--- config.mk ---
export PLATFORM = sky130hd
export DESIGN_NAME = mem_arbiter_flat
export DESIGN_NICKNAME = d
export VERILOG_FILES = /design/src/rtl/mem_arbiter_if.sv /design/src/rtl/mem_arbiter.sv /design/src/flat_wrapper.sv
export SDC_FILE = /design/constraint.sdc
export NUM_CORES = 1
export LEC_CHECK = 0
export ABC_AREA = 0
export CAP_MARGIN = 15
export CELL_PAD_IN_SITES_DETAIL_PLACEMENT = 0
export CELL_PAD_IN_SITES_GLOBAL_PLACEMENT = 1
export CORE_ASPECT_RATIO = 1.75
export CORE_MARGIN = 3
export CORE_UTILIZATION = 47
export DETAILED_ROUTE_END_ITERATION = 12
export GPL_ROUTABILITY_DRIVEN = 0
export PLACE_DENSITY_LB_ADDON = 0.1
export SLEW_MARGIN = 0
export SYNTH_ARGS = -nofsm -noshare
export SYNTH_HDL_FRONTEND = slang
export SYNTH_SLANG_ARGS = --single-unit
export TNS_END_PERCENT = 5
--- constraint.sdc ---
create_clock -name clock -period 6.7 [get_ports clock]
set_input_delay 0.67 -clock clock [delete_from_list [all_inputs] [get_ports clock]]
set_output_delay 0.67 -clock clock [all_outputs]
set_load 0.005 [all_outputs]
--- src/rtl/mem_arbiter_if.sv ---
// Shared memory-side types and the request/response bundle for mem_arbiter.
// The arbiter connects through the slave modport; the cache/memory side
// (or a testbench) drives the bundle through the master modport.
package mem_arbiter_pkg;

  typedef logic [31:0] ADDR;
  typedef logic [63:0] MEM_BLOCK;
  typedef logic [3:0]  MEM_TAG;

  typedef enum logic [1:0] {
    MEM_NONE  = 2'h0,
    MEM_LOAD  = 2'h1,
    MEM_STORE = 2'h2
  } MEM_COMMAND;

  // Block request: valid flag plus the 13-bit block tag.
  typedef struct packed {
    logic        valid;
    logic [12:0] tag;
  } I_ADDR_PACKET;

endpackage

interface mem_arbiter_if;
  import mem_arbiter_pkg::*;

  I_ADDR_PACKET icache_req_addr;
  logic         icache_req_accepted;
  I_ADDR_PACKET dcache_req_addr;
  logic         dcache_req_accepted;
  logic         dcache_wb_valid;
  I_ADDR_PACKET dcache_wb_addr;
  MEM_BLOCK     dcache_wb_data;
  logic         wb_almost_full;
  logic         wb_overflow;
  MEM_TAG       current_req_tag;
  MEM_COMMAND   proc2mem_command;
  ADDR          proc2mem_addr;
  MEM_BLOCK     proc2mem_data;
  MEM_TAG       mem2proc_transaction_tag;

  modport slave (
    input  icache_req_addr, dcache_req_addr, dcache_wb_valid, dcache_wb_addr,
           dcache_wb_data, mem2proc_transaction_tag,
    output icache_req_accepted, dcache_req_accepted, wb_almost_full, wb_overflow,
           current_req_tag, proc2mem_command, proc2mem_addr, proc2mem_data
  );

  modport master (
    output icache_req_addr, dcache_req_addr, dcache_wb_valid, dcache_wb_addr,
           dcache_wb_data, mem2proc_transaction_tag,
    input  icache_req_accepted, dcache_req_accepted, wb_almost_full, wb_overflow,
           current_req_tag, proc2mem_command, proc2mem_addr, proc2mem_data
  );

endinterface

--- src/rtl/mem_arbiter.sv ---
// mem_arbiter: shares the single memory port between icache fills, dcache
// miss reads and dcache dirty writebacks. Writebacks are one-cycle pulses,
// so they are buffered in an in-order FIFO and drained when the port is free.
// A read whose block is still waiting in the FIFO (or being pushed this
// cycle) is held until that writeback has gone out, so memory never returns
// stale data.
// Optional feature: define MEM_ARB_STARVE_GUARD_EN to add the icache
// starvation counter, which promotes icache after STARVE_LIMIT denied cycles.
module mem_arbiter
  import mem_arbiter_pkg::*;
#(
  parameter int WB_DEPTH     = 4,
  parameter int STARVE_LIMIT = 8
) (
  input  logic          clock,
  input  logic          reset,
  mem_arbiter_if.slave  bus
);

  localparam int IW = $clog2(WB_DEPTH);
  localparam int CW = IW + 1;

  typedef enum logic [1:0] {
    GRANT_NONE,
    GRANT_WB,
    GRANT_ICACHE,
    GRANT_DCACHE
  } grant_t;

  logic [12:0]   wb_tag_q  [WB_DEPTH];
  logic [12:0]   wb_tag_d  [WB_DEPTH];
  MEM_BLOCK      wb_data_q [WB_DEPTH];
  MEM_BLOCK      wb_data_d [WB_DEPTH];
  logic [CW-1:0] head_q, head_d;
  logic [CW-1:0] tail_q, tail_d;
  logic [CW-1:0] count_q, count_d;
  logic          wb_overflow_q, wb_overflow_d;

  logic [WB_DEPTH-1:0] occupied;
  logic          ic_hit, dc_hit;
  logic          ic_hold, dc_hold;
  logic          ic_ready, dc_ready;
  logic          fifo_empty, fifo_full, fifo_urgent;
  logic          tag_ok, pop, push_ok;
  logic          icache_accept, dcache_accept;
  logic          starve_promote;
  grant_t        grant;
  logic [IW-1:0] head_idx, tail_idx;

  // The writeback packet carries its own valid bit, which duplicates
  // dcache_wb_valid; only the tag is meaningful here.
  logic unused_wb_addr_valid;
  assign unused_wb_addr_valid = bus.dcache_wb_addr.valid;

  assign head_idx    = head_q[IW-1:0];
  assign tail_idx    = tail_q[IW-1:0];
  assign fifo_empty  = (count_q == '0);
  assign fifo_full   = (count_q == CW'(WB_DEPTH));
  assign tag_ok      = (bus.mem2proc_transaction_tag != '0);

  function automatic logic [CW-1:0] wrap_inc(input logic [CW-1:0] p);
    return (p == CW'(WB_DEPTH - 1)) ? '0 : p + CW'(1);
  endfunction

  // Tag-compare both read requests against every live FIFO entry plus the writeback arriving this cycle.
  always_comb begin
    logic [IW-1:0] off;
    occupied = '0;
    ic_hit   = 1'b0;
    dc_hit   = 1'b0;
    off      = '0;
    for (int i = 0; i < WB_DEPTH; i++) begin
      off         = IW'(i) - head_idx;
      occupied[i] = ({1'b0, off} < count_q);
      if (occupied[i] && (wb_tag_q[i] == bus.icache_req_addr.tag)) ic_hit = 1'b1;
      if (occupied[i] && (wb_tag_q[i] == bus.dcache_req_addr.tag)) dc_hit = 1'b1;
    end
    if (bus.dcache_wb_valid && (bus.dcache_wb_addr.tag == bus.icache_req_addr.tag)) ic_hit = 1'b1;
    if (bus.dcache_wb_valid && (bus.dcache_wb_addr.tag == bus.dcache_req_addr.tag)) dc_hit = 1'b1;
  end

  assign ic_hold     = bus.icache_req_addr.valid && ic_hit;
  assign dc_hold     = bus.dcache_req_addr.valid && dc_hit;
  assign ic_ready    = bus.icache_req_addr.valid && !ic_hit;
  assign dc_ready    = bus.dcache_req_addr.valid && !dc_hit;
  assign fifo_urgent = !fifo_empty &&
                       ((count_q >= CW'(WB_DEPTH - 1)) || dc_hold || ic_hold);

`ifdef MEM_ARB_STARVE_GUARD_EN
  localparam int SW = $clog2(STARVE_LIMIT + 1);

  logic [SW-1:0] starve_q, starve_d;

  // Count consecutive cycles icache asked and was not accepted, saturating at the limit.
  always_comb begin
    starve_d = '0;
    if (bus.icache_req_addr.valid && !icache_accept) begin
      starve_d = (starve_q == SW'(STARVE_LIMIT)) ? starve_q : starve_q + SW'(1);
    end
  end

  // Starvation counter register.
  always_ff @(posedge clock) begin
    if (reset) starve_q <= '0;
    else       starve_q <= starve_d;
  end

  assign starve_promote = (starve_q == SW'(STARVE_LIMIT));
`else
  logic unused_starve_cfg;
  assign unused_starve_cfg = (STARVE_LIMIT > 0);
  assign starve_promote    = 1'b0;
`endif

  // Pick exactly one winner per cycle; nothing is granted while reset is held.
  always_comb begin
    grant = GRANT_NONE;
    if (fifo_urgent)                    grant = GRANT_WB;
    else if (starve_promote && ic_ready) grant = GRANT_ICACHE;
    else if (dc_ready)                  grant = GRANT_DCACHE;
    else if (ic_ready)                  grant = GRANT_ICACHE;
    else if (!fifo_empty)               grant = GRANT_WB;
    if (reset) grant = GRANT_NONE;
  end

  assign icache_accept = (grant == GRANT_ICACHE) && tag_ok;
  assign dcache_accept = (grant == GRANT_DCACHE) && tag_ok;
  assign pop           = (grant == GRANT_WB) && tag_ok;
  assign push_ok       = bus.dcache_wb_valid && (!fifo_full || pop);

  // Drive the memory port from the winner; data stays zero unless storing.
  always_comb begin
    bus.proc2mem_command = MEM_NONE;
    bus.proc2mem_addr    = '0;
    bus.proc2mem_data    = '0;
    unique case (grant)
      GRANT_WB: begin
        bus.proc2mem_command = MEM_STORE;
        bus.proc2mem_addr    = {16'b0, wb_tag_q[head_idx], 3'b0};
        bus.proc2mem_data    = wb_data_q[head_idx];
      end
      GRANT_ICACHE: begin
        bus.proc2mem_command = MEM_LOAD;
        bus.proc2mem_addr    = {16'b0, bus.icache_req_addr.tag, 3'b0};
      end
      GRANT_DCACHE: begin
        bus.proc2mem_command = MEM_LOAD;
        bus.proc2mem_addr    = {16'b0, bus.dcache_req_addr.tag, 3'b0};
      end
      default: begin
      end
    endcase
  end

  assign bus.icache_req_accepted = icache_accept;
  assign bus.dcache_req_accepted = dcache_accept;
  assign bus.current_req_tag     = bus.mem2proc_transaction_tag;
  assign bus.wb_almost_full      = !reset && (count_q >= CW'(WB_DEPTH - 1));
  assign bus.wb_overflow         = !reset && wb_overflow_q;

  // FIFO bookkeeping: a pop in the same cycle frees the slot a full-FIFO push needs.
  always_comb begin
    wb_tag_d      = wb_tag_q;
    wb_data_d     = wb_data_q;
    head_d        = head_q;
    tail_d        = tail_q;
    wb_overflow_d = wb_overflow_q;
    if (push_ok) begin
      wb_tag_d[tail_idx]  = bus.dcache_wb_addr.tag;
      wb_data_d[tail_idx] = bus.dcache_wb_data;
      tail_d              = wrap_inc(tail_q);
    end
    if (pop) head_d = wrap_inc(head_q);
    if (bus.dcache_wb_valid && fifo_full && !pop) wb_overflow_d = 1'b1;
    unique case ({push_ok, pop})
      2'b10:   count_d = count_q + CW'(1);
      2'b01:   count_d = count_q - CW'(1);
      default: count_d = count_q;
    endcase
  end

  // FIFO control registers; reset discards any pending writebacks.
  always_ff @(posedge clock) begin
    if (reset) begin
      head_q        <= '0;
      tail_q        <= '0;
      count_q       <= '0;
      wb_overflow_q <= 1'b0;
    end else begin
      head_q        <= head_d;
      tail_q        <= tail_d;
      count_q       <= count_d;
      wb_overflow_q <= wb_overflow_d;
    end
  end

  // FIFO storage; contents are only meaningful inside the head/count window.
  always_ff @(posedge clock) begin
    wb_tag_q  <= wb_tag_d;
    wb_data_q <= wb_data_d;
  end

endmodule

--- src/flat_wrapper.sv ---
// flat-port wrapper written by rule: the top's interface ports become plain ports
module mem_arbiter_flat import mem_arbiter_pkg::*;
#(
  parameter int WB_DEPTH     = 4,
  parameter int STARVE_LIMIT = 8
)
  (clock, reset, bus_icache_req_addr, bus_dcache_req_addr, bus_dcache_wb_valid, bus_dcache_wb_addr, bus_dcache_wb_data, bus_mem2proc_transaction_tag, bus_icache_req_accepted, bus_dcache_req_accepted, bus_wb_almost_full, bus_wb_overflow, bus_current_req_tag, bus_proc2mem_command, bus_proc2mem_addr, bus_proc2mem_data);
  mem_arbiter_if bus_i ();
  input  logic clock;
  input  logic reset;
  input wire logic [$bits(bus_i.icache_req_addr)-1:0] bus_icache_req_addr;
  input wire logic [$bits(bus_i.dcache_req_addr)-1:0] bus_dcache_req_addr;
  input wire logic [$bits(bus_i.dcache_wb_valid)-1:0] bus_dcache_wb_valid;
  input wire logic [$bits(bus_i.dcache_wb_addr)-1:0] bus_dcache_wb_addr;
  input wire logic [$bits(bus_i.dcache_wb_data)-1:0] bus_dcache_wb_data;
  input wire logic [$bits(bus_i.mem2proc_transaction_tag)-1:0] bus_mem2proc_transaction_tag;
  output wire logic [$bits(bus_i.icache_req_accepted)-1:0] bus_icache_req_accepted;
  output wire logic [$bits(bus_i.dcache_req_accepted)-1:0] bus_dcache_req_accepted;
  output wire logic [$bits(bus_i.wb_almost_full)-1:0] bus_wb_almost_full;
  output wire logic [$bits(bus_i.wb_overflow)-1:0] bus_wb_overflow;
  output wire logic [$bits(bus_i.current_req_tag)-1:0] bus_current_req_tag;
  output wire logic [$bits(bus_i.proc2mem_command)-1:0] bus_proc2mem_command;
  output wire logic [$bits(bus_i.proc2mem_addr)-1:0] bus_proc2mem_addr;
  output wire logic [$bits(bus_i.proc2mem_data)-1:0] bus_proc2mem_data;
  assign bus_i.icache_req_addr = bus_icache_req_addr;
  assign bus_i.dcache_req_addr = bus_dcache_req_addr;
  assign bus_i.dcache_wb_valid = bus_dcache_wb_valid;
  assign bus_i.dcache_wb_addr = bus_dcache_wb_addr;
  assign bus_i.dcache_wb_data = bus_dcache_wb_data;
  assign bus_i.mem2proc_transaction_tag = bus_mem2proc_transaction_tag;
  assign bus_icache_req_accepted = bus_i.icache_req_accepted;
  assign bus_dcache_req_accepted = bus_i.dcache_req_accepted;
  assign bus_wb_almost_full = bus_i.wb_almost_full;
  assign bus_wb_overflow = bus_i.wb_overflow;
  assign bus_current_req_tag = bus_i.current_req_tag;
  assign bus_proc2mem_command = bus_i.proc2mem_command;
  assign bus_proc2mem_addr = bus_i.proc2mem_addr;
  assign bus_proc2mem_data = bus_i.proc2mem_data;
  mem_arbiter #(.WB_DEPTH(WB_DEPTH), .STARVE_LIMIT(STARVE_LIMIT)) u_core (.clock(clock), .reset(reset), .bus(bus_i));
endmodule
==> results of run 1 <==
-- cell usage after synthesis (all sizes together), types with 3 or more instances --
master | instances | area (um2)
clkbuf | 14 | 52.6
a21oi | 10 | 61.3
nand3 | 9 | 45.0
nand2 | 20 | 75.1
and2 | 5 | 31.3
xnor2 | 63 | 552
nand4 | 15 | 93.8
mux4 | 77 | 1730
ha | 10 | 125
dfxtp | 10 | 200
nor4 | 18 | 125
nor3 | 10 | 61.3
inv | 12 | 45.0
edfxtp | 308 | 9250
o31ai | 3 | 46.3
nor2 | 9 | 36.3
buf | 65 | 541
o21ai | 4 | 20.0
nor2b | 65 | 782
mux2i | 29 | 290
xor2 | 69 | 604
-- cells in the final DEF (no fill, tap or decap), drive strengths merged, types with 3 or more instances in the layout --
cell type	netlist	routed
a21oi	10	10
and2	5	5
buf	65	12
bufinv	0	4
clkbuf	14	42
clkdlybuf4s50	0	198
clkinv	0	6
conb	1	19
dfxtp	10	10
edfxtp	308	308
ha	10	10
inv	12	13
mux2i	29	29
mux4	77	77
nand2	20	20
nand3	9	9
nand4	15	15
nor2	9	9
nor2b	65	65
nor3	10	10
nor4	18	18
o21ai	4	4
o31ai	3	3
xnor2	63	63
xor2	69	69
-- power groups by stage --
stage          registers (mW)  logic (mW)  clock network, mW
2_1_floorplan            2.46       0.635                  0
3_3_place_gp             2.48       0.991                  0
3_5_place_dp             2.48       0.989                  0
4_1_cts                  2.44       0.994               1.75
5_1_grt                  2.45        1.05               1.83
6_report                 2.44       0.968               1.70
-- cells by family (layout without fill, tap and decap cells) --
logic type      after synthesis  after routing
mux                         106            106
xor+xnor                    132            132
flops                       318            318
buf+inv                      91            276
simple gates                164            164
compound gates               31             31
fa+ha+maj                    11             11
other cells                   1             19
-- per-stage QoR --
stage	power [mW]	std cells
after floorplan	3.10	872
after global placement	3.47	1399
after detailed placement	3.47	1399
after CTS	5.18	1453
after global routing	5.33	1453
final	5.10	1453
-- critical path, stage by stage, from the launching register on --
cell	delay [ps]
dfxtp_4	590
buf_4	600
a211oi_1	200
nor4_1	620
nand4_1	330
nand4b_1	220
or4_1	150
o211a_4	330
o31ai_4	280
buf_12	300
nor2b_1	240
clkdlybuf4s50_1	550
-- layer usage --
metal  part of all wire (%)  track usage [%]  vias to the layer above  wire length, um
met1                     37             23.0                     3892            12500
li1                       -                -                     3576                -
met5                      0                0                        -                0
met2                     54             35.6                      210            18300
met4                    4.6             8.59                        0             1560
met3                    4.6             3.25                       64             1580
-- path summary, 6_finish.rpt --
path                                     to  slack [ps]  cells past startpoint
max                   bus_proc2mem_data[63]        1000                     11
min           u_core.tail_q[2]$_SDFFE_PP0P_         430                      2
max reg2reg  u_core.count_q[2]$_SDFFE_PP0P_        2090                     14
min reg2reg   u_core.tail_q[2]$_SDFFE_PP0P_         430                      2
-- area by class of cell --
cell class | count | area, um2 | share of cell area, %
Multi-Input combinational cell | 463 | 5050 | 27.8
Tap cell | 396 | 495 | 2.73
Inverter | 12 | 45.0 | 0.248
Clock inverter | 12 | 171 | 0.943
Timing Repair Buffer | 210 | 2150 | 11.8
Clock buffer | 42 | 815 | 4.48
Sequential cell | 318 | 9460 | 52.0
-- flip-flops by register name (all words and copies together) (netlist names) --
name	flops
u_core.wb_tag_q	52
u_core.tail_q	3
u_core.head_q	3
u_core.wb_overflow_q	1
u_core.count_q	3
u_core.wb_data_q	256
==> summary.md, run 1 <==
| Metric | Value |
|---|---|
| Drt first pass iters | 4 |
| Layout cells sized above 1 | 19.3% |
| Placed inst area | 17200 um2 |
| Sequential power share | 47.8% |
| Adder-cell share of the synthesized area | 0.964% |
| Vias in the first global route | 8563 |
| Synth Instances | 854 |
| Final net count | 1158 |
| Combinational cell fraction of total power | 19.0% |
| R2r startpoint | u_core.head_q[0]$_SDFFE_PP0P_ |
| Switching Share | 24.3% |
| Max cap viols | 0 |
| Initial antenna violation count | 0 |
| Worst setup SP type | flop |
| Row count | 86 |
| Clk pwr share | 33.2% |
| # port buffers | 198 |
| Lkg Pwr | 5.95 nW |
| DR vias | 7742 |
| Clock skew | 11.7 ps |
| Initial Utilization | 47.8% |
| Hold_buf cts | 0 |
| GRT Total Usage | 19.8% |
| Chip Width | 141 um |
| Total negative slack | 0 ps |
| Std-Cell Core Area | 31500 um2 |
| Min-delay src | u_core.tail_q[2]$_SDFFE_PP0P_ |
| VDD IR-drop max | 0.283 mV |
| N_diodes | 0 |
| Crit. End Element | primary output |
| Largest net degree at the start of global routing | 55 |
| Crit Path Class | reg2out |
| Fill count | 2464 |
| Largest family of logic cells by synthesized area | multiplexers |
| FFs w/ async S/R, synth | 0% |
| Post-Synth XOR/XNOR Area | 7.68% |
| Root buf cell | clkbuf_16 |
| Die Area | 34300 um2 |
| Max-slew headroom | 28.1% |
| Post-synthesis cell area | 15100 um2 |
| Mean routed wirelength per cell | 23.4 um |
| Worst slew pin tran | 1070 ps |
| Pint | 3.86 mW |
| Area share of and/or/nand/nor cells after synthesis | 9.05% |
| Htree depth | 1 |
| Top_reg_cell synth | edfxtp_1 |
| Total gr overflow | 0 |
| Post-layout min period | 5700 ps |
| Area delta synth->final | 20.7% |
| Num CTS Buffers | 29 |
| Crit. Startpoint | u_core.head_q[0]$_SDFFE_PP0P_ |
| Pins over their slew limit | 0 |
| Worst-Skew Late Latency | 550 ps |
| Die height | 243 um |
| I/O pins | 219 |
| Maximum root-to-sink buffer count | 3 |
| Finished Cell Area | 18200 um2 |
| Clock Sinks | 318 |
| WP data required | 6030 ps |
| Routed WL | 33900 um |
| Avg Synthesized Cell Area | 17.6 um2 |
| Final period util | 85.0% |
| Worst-path clk slew | 70 ps |
| Power per cell area | 281 nW/um2 |
| Util after Layout | 57.7% |
| Number of synthesized flops with an enable pin | 308 |
| Post-synthesis compound-gate area fraction | 1.87% |
| NetSw | 1.24 mW |
| Starting DRT DRC Count | 392 |
| Outcome | completed |
| RSZ-0062 raised after global routing | no |
| Via/cell ratio | 5.33 |
| Final hold vios | 0 |
| Mux cell area share after synthesis | 13.4% |
| # setup viols final | 0 |
| Critical path arrival | 5030 ps |
| Fmax | 176 MHz |
| Synth unique cells | 56 |
| Synth Register Bits | 318 |
| HP Class | reg2reg |
| Hpwl dp | 23000 um |
| Postcts setup bufs | 0 |
| Sequential share of the synthesized area | 62.7% |
| CTS tree | built |
| Min Hold Slack | 431 ps |
| First-pass GRT wire length | 51500 um |
| DP Worst Slack | 1310 ps |
| Post-cts resize count | 0 |
| Post-DRT Antenna Nets | 0 |
| Synth Warn # | 0 |
| Crit path max fanout | 31 |
| Final Worst Setup Slack | 1000 ps |
| Drc violations | 0 |
Power figures use the tool's default switching activity.
==> run 2: changes to the inputs <==
--- a/config.mk
+++ b/config.mk
@@ -12,6 +12,7 @@
 export CORE_ASPECT_RATIO = 1.75
 export CORE_MARGIN = 3
 export CORE_UTILIZATION = 47
+export CTS_BUF_LIST = sky130_fd_sc_hd__clkbuf_16
 export DETAILED_ROUTE_END_ITERATION = 12
 export GPL_ROUTABILITY_DRIVEN = 0
 export PLACE_DENSITY_LB_ADDON = 0.1
==> run 2 against run 1 <==
  * Flip-flop and latch count unchanged
  * Critical endpoint unchanged
  * Global-route usage is essentially flat
  * Maximum frequency is essentially flat
  * Wire length about the same
  * Design area decreased by 0.22%
==> summary.md, run 2 (same netlist as run 1, synthesis figures left out) <==
| Metric | Value |
|---|---|
| Outcome | completed |
| Maximum root-to-sink buffer count | 3 (unchanged) |
| Commonest non-fill, non-tap cells in the layout | 308 x edfxtp_1, 198 x clkdlybuf4s50_1, 77 x mux4_2, 69 x xor2_1, 63 x xnor2_1 |
| Num CTS Buffers | 29 (unchanged) |
| Worst-Skew Late Latency | 550 ps (about the same) |
| Fmax | 175 MHz (about the same) |
| Chip Width | 141 um (unchanged) |
| Most flops, register | u_core.wb_data_q |
| # setup viols final | 0 (unchanged) |
| Worst slew pin tran | 1050 ps (-20.2 ps) |
| Largest net degree at the start of global routing | 55 (unchanged) |
| Clock skew | 12.2 ps (+0.501 ps) |
| Util after Layout | 57.5% (-0.13 points) |
| Die height | 243 um (unchanged) |
| HP Class | reg2reg |
| Row count | 86 (unchanged) |
| Crit Path Class | reg2out |
| Slowest cell on crit path | nor4_1 |
| Final Worst Setup Slack | 1000 ps (-4.16 ps) |
| Layout cells sized above 1 | 18.9% (-0.38 points) |
| First-pass GRT wire length | 51400 um (-0.12%) |
| Die Area | 34300 um2 (unchanged) |
| Critical path arrival | 5030 ps (about the same) |
| WP data required | 6030 ps (about the same) |
| Hpwl dp | 23000 um (unchanged) |
| Power per cell area | 278 nW/um2 (-0.94%) |
| Post-DRT Antenna Nets | 0 (unchanged) |
| Area delta synth->final | 20.5% |
| Routed WL | 33900 um (about the same) |
| Htree depth | 1 (unchanged) |
| # port buffers | 198 (unchanged) |
| Post-layout min period | 5700 ps (+4.16 ps) |
| Post-cts resize count | 0 (unchanged) |
| Crit. End Element | primary output |
| Starting DRT DRC Count | 319 (-19%) |
| Crit path max fanout | 31 (unchanged) |
| DR vias | 7794 (+0.67%) |
| Most common cell after layout, fill and taps aside | edfxtp_1 |
| Via/cell ratio | 5.36 (+0.67%) |
| Postcts setup bufs | 0 (unchanged) |
| Max incr delay on CP | 620 ps (about the same) |
| Pins over their slew limit | 0 (unchanged) |
| Final period util | 85.1% (about the same) |
| Max-slew headroom | 29.9% (+1.8 points) |
| CTS tree | built |
| Hold_buf cts | 0 (unchanged) |
| Total negative slack | 0 ps (unchanged) |
| Cell Chain, Critical Path | buf_4, a211oi_1, nor4_1, nand4_1, nand4b_1, or4_1, o211a_4, o31ai_4, buf_12, nor2b_1, clkdlybuf4s50_1 |
| Std-Cell Core Area | 31500 um2 (unchanged) |
| Worst-path clk slew | 70 ps (about the same) |
| Final net count | 1158 (unchanged) |
| RSZ-0062 raised after global routing | no |
| DP Worst Slack | 1310 ps (unchanged) |
| Initial antenna violation count | 0 (unchanged) |
| Vias in the first global route | 8561 (-0.023%) |
| GRT Total Usage | 19.8% (about the same) |
| I/O pins | 219 (unchanged) |
| Worst setup SP type | flop |
| Lkg Pwr | 5.96 nW (+0.25%) |
| Max reg flops | 256 (unchanged) |
| Final hold vios | 0 (unchanged) |
| Drc violations | 0 (unchanged) |
| Total gr overflow | 0 (unchanged) |
| Drt first pass iters | 4 (unchanged) |
| Root buf cell | clkbuf_16 |
| Total power | 5.04 mW (-1.2%) |
| VDD IR-drop max | 0.284 mV (+0.18%) |
| Initial Utilization | 47.8% (unchanged) |
| Top flop regs | u_core.wb_data_q: 256 flops, u_core.wb_tag_q: 52 flops |
| N_diodes | 0 (unchanged) |
| Clock Sinks | 318 (unchanged) |
| Max cap viols | 0 (unchanged) |
| Mean routed wirelength per cell | 23.4 um (about the same) |
[run 2: cell count changes in the layout (fill, tap and decap cells not counted), sizes merged]
cell    previous run  this run
clkbuf            42        29
clkinv             6        10
inv               13        22
[run 2: worst paths after layout]
| check | depth (start not counted) | to | start | slack (ps) |
|---|---|---|---|---|
| setup / recovery | 11 | bus_proc2mem_data[63] | u_core.head_q[0]$_SDFFE_PP0P_ | 1000 |
| hold / removal | 2 | u_core.tail_q[2]$_SDFFE_PP0P_ | u_core.tail_q[2]$_SDFFE_PP0P_ | 430 |
| setup reg to reg | 14 | u_core.count_q[2]$_SDFFE_PP0P_ | u_core.head_q[0]$_SDFFE_PP0P_ | 2090 |
| hold reg to reg | 2 | u_core.tail_q[2]$_SDFFE_PP0P_ | u_core.tail_q[2]$_SDFFE_PP0P_ | 430 |
[run 2: cell type report]
cell class	count	area (um2)
flip-flops and latches	318	9460
multi-input cells	463	5050
clock inverters	25	220
clock buffers	29	726
inverters	12	45.0
repair buffers	210	2150
fillers	2465	13400
well taps	396	495
[run 2: routing by layer]
| layer | GRT usage [%] | part of all wire (%) |
|---|---|---|
| met5 | 0 | 0 |
| met4 | 8.59 | 4.6 |
| met3 | 3.25 | 4.9 |
| met2 | 35.6 | 54 |
| met1 | 23.0 | 36 |
[run 2: metrics by stage]
step                      std cells  hold slack [ps]  cell area (um2)
after floorplan                 872              407            15100
after global placement         1399              413            17200
after detailed placement       1399              421            17200
after CTS                      1453              432            18100
after global routing           1453              457            18100
final                          1453              430            18100
[run 2: report_power, final]
part | leakage (nW) | switching [mW] | internal [mW]
registers | 2.91 | 0.0721 | 2.37
logic | 2.56 | 0.470 | 0.498
clock network | 0.492 | 0.698 | 0.940
[run 2: critical path: cells and delay by family (launching register included)]
family / cells / cell delay, ps
AND/OR/NAND/NOR: 5 / 1560
flip-flops: 1 / 590
AO/OA/AOI/OAI: 3 / 820
buffers and inverters: 3 / 1450
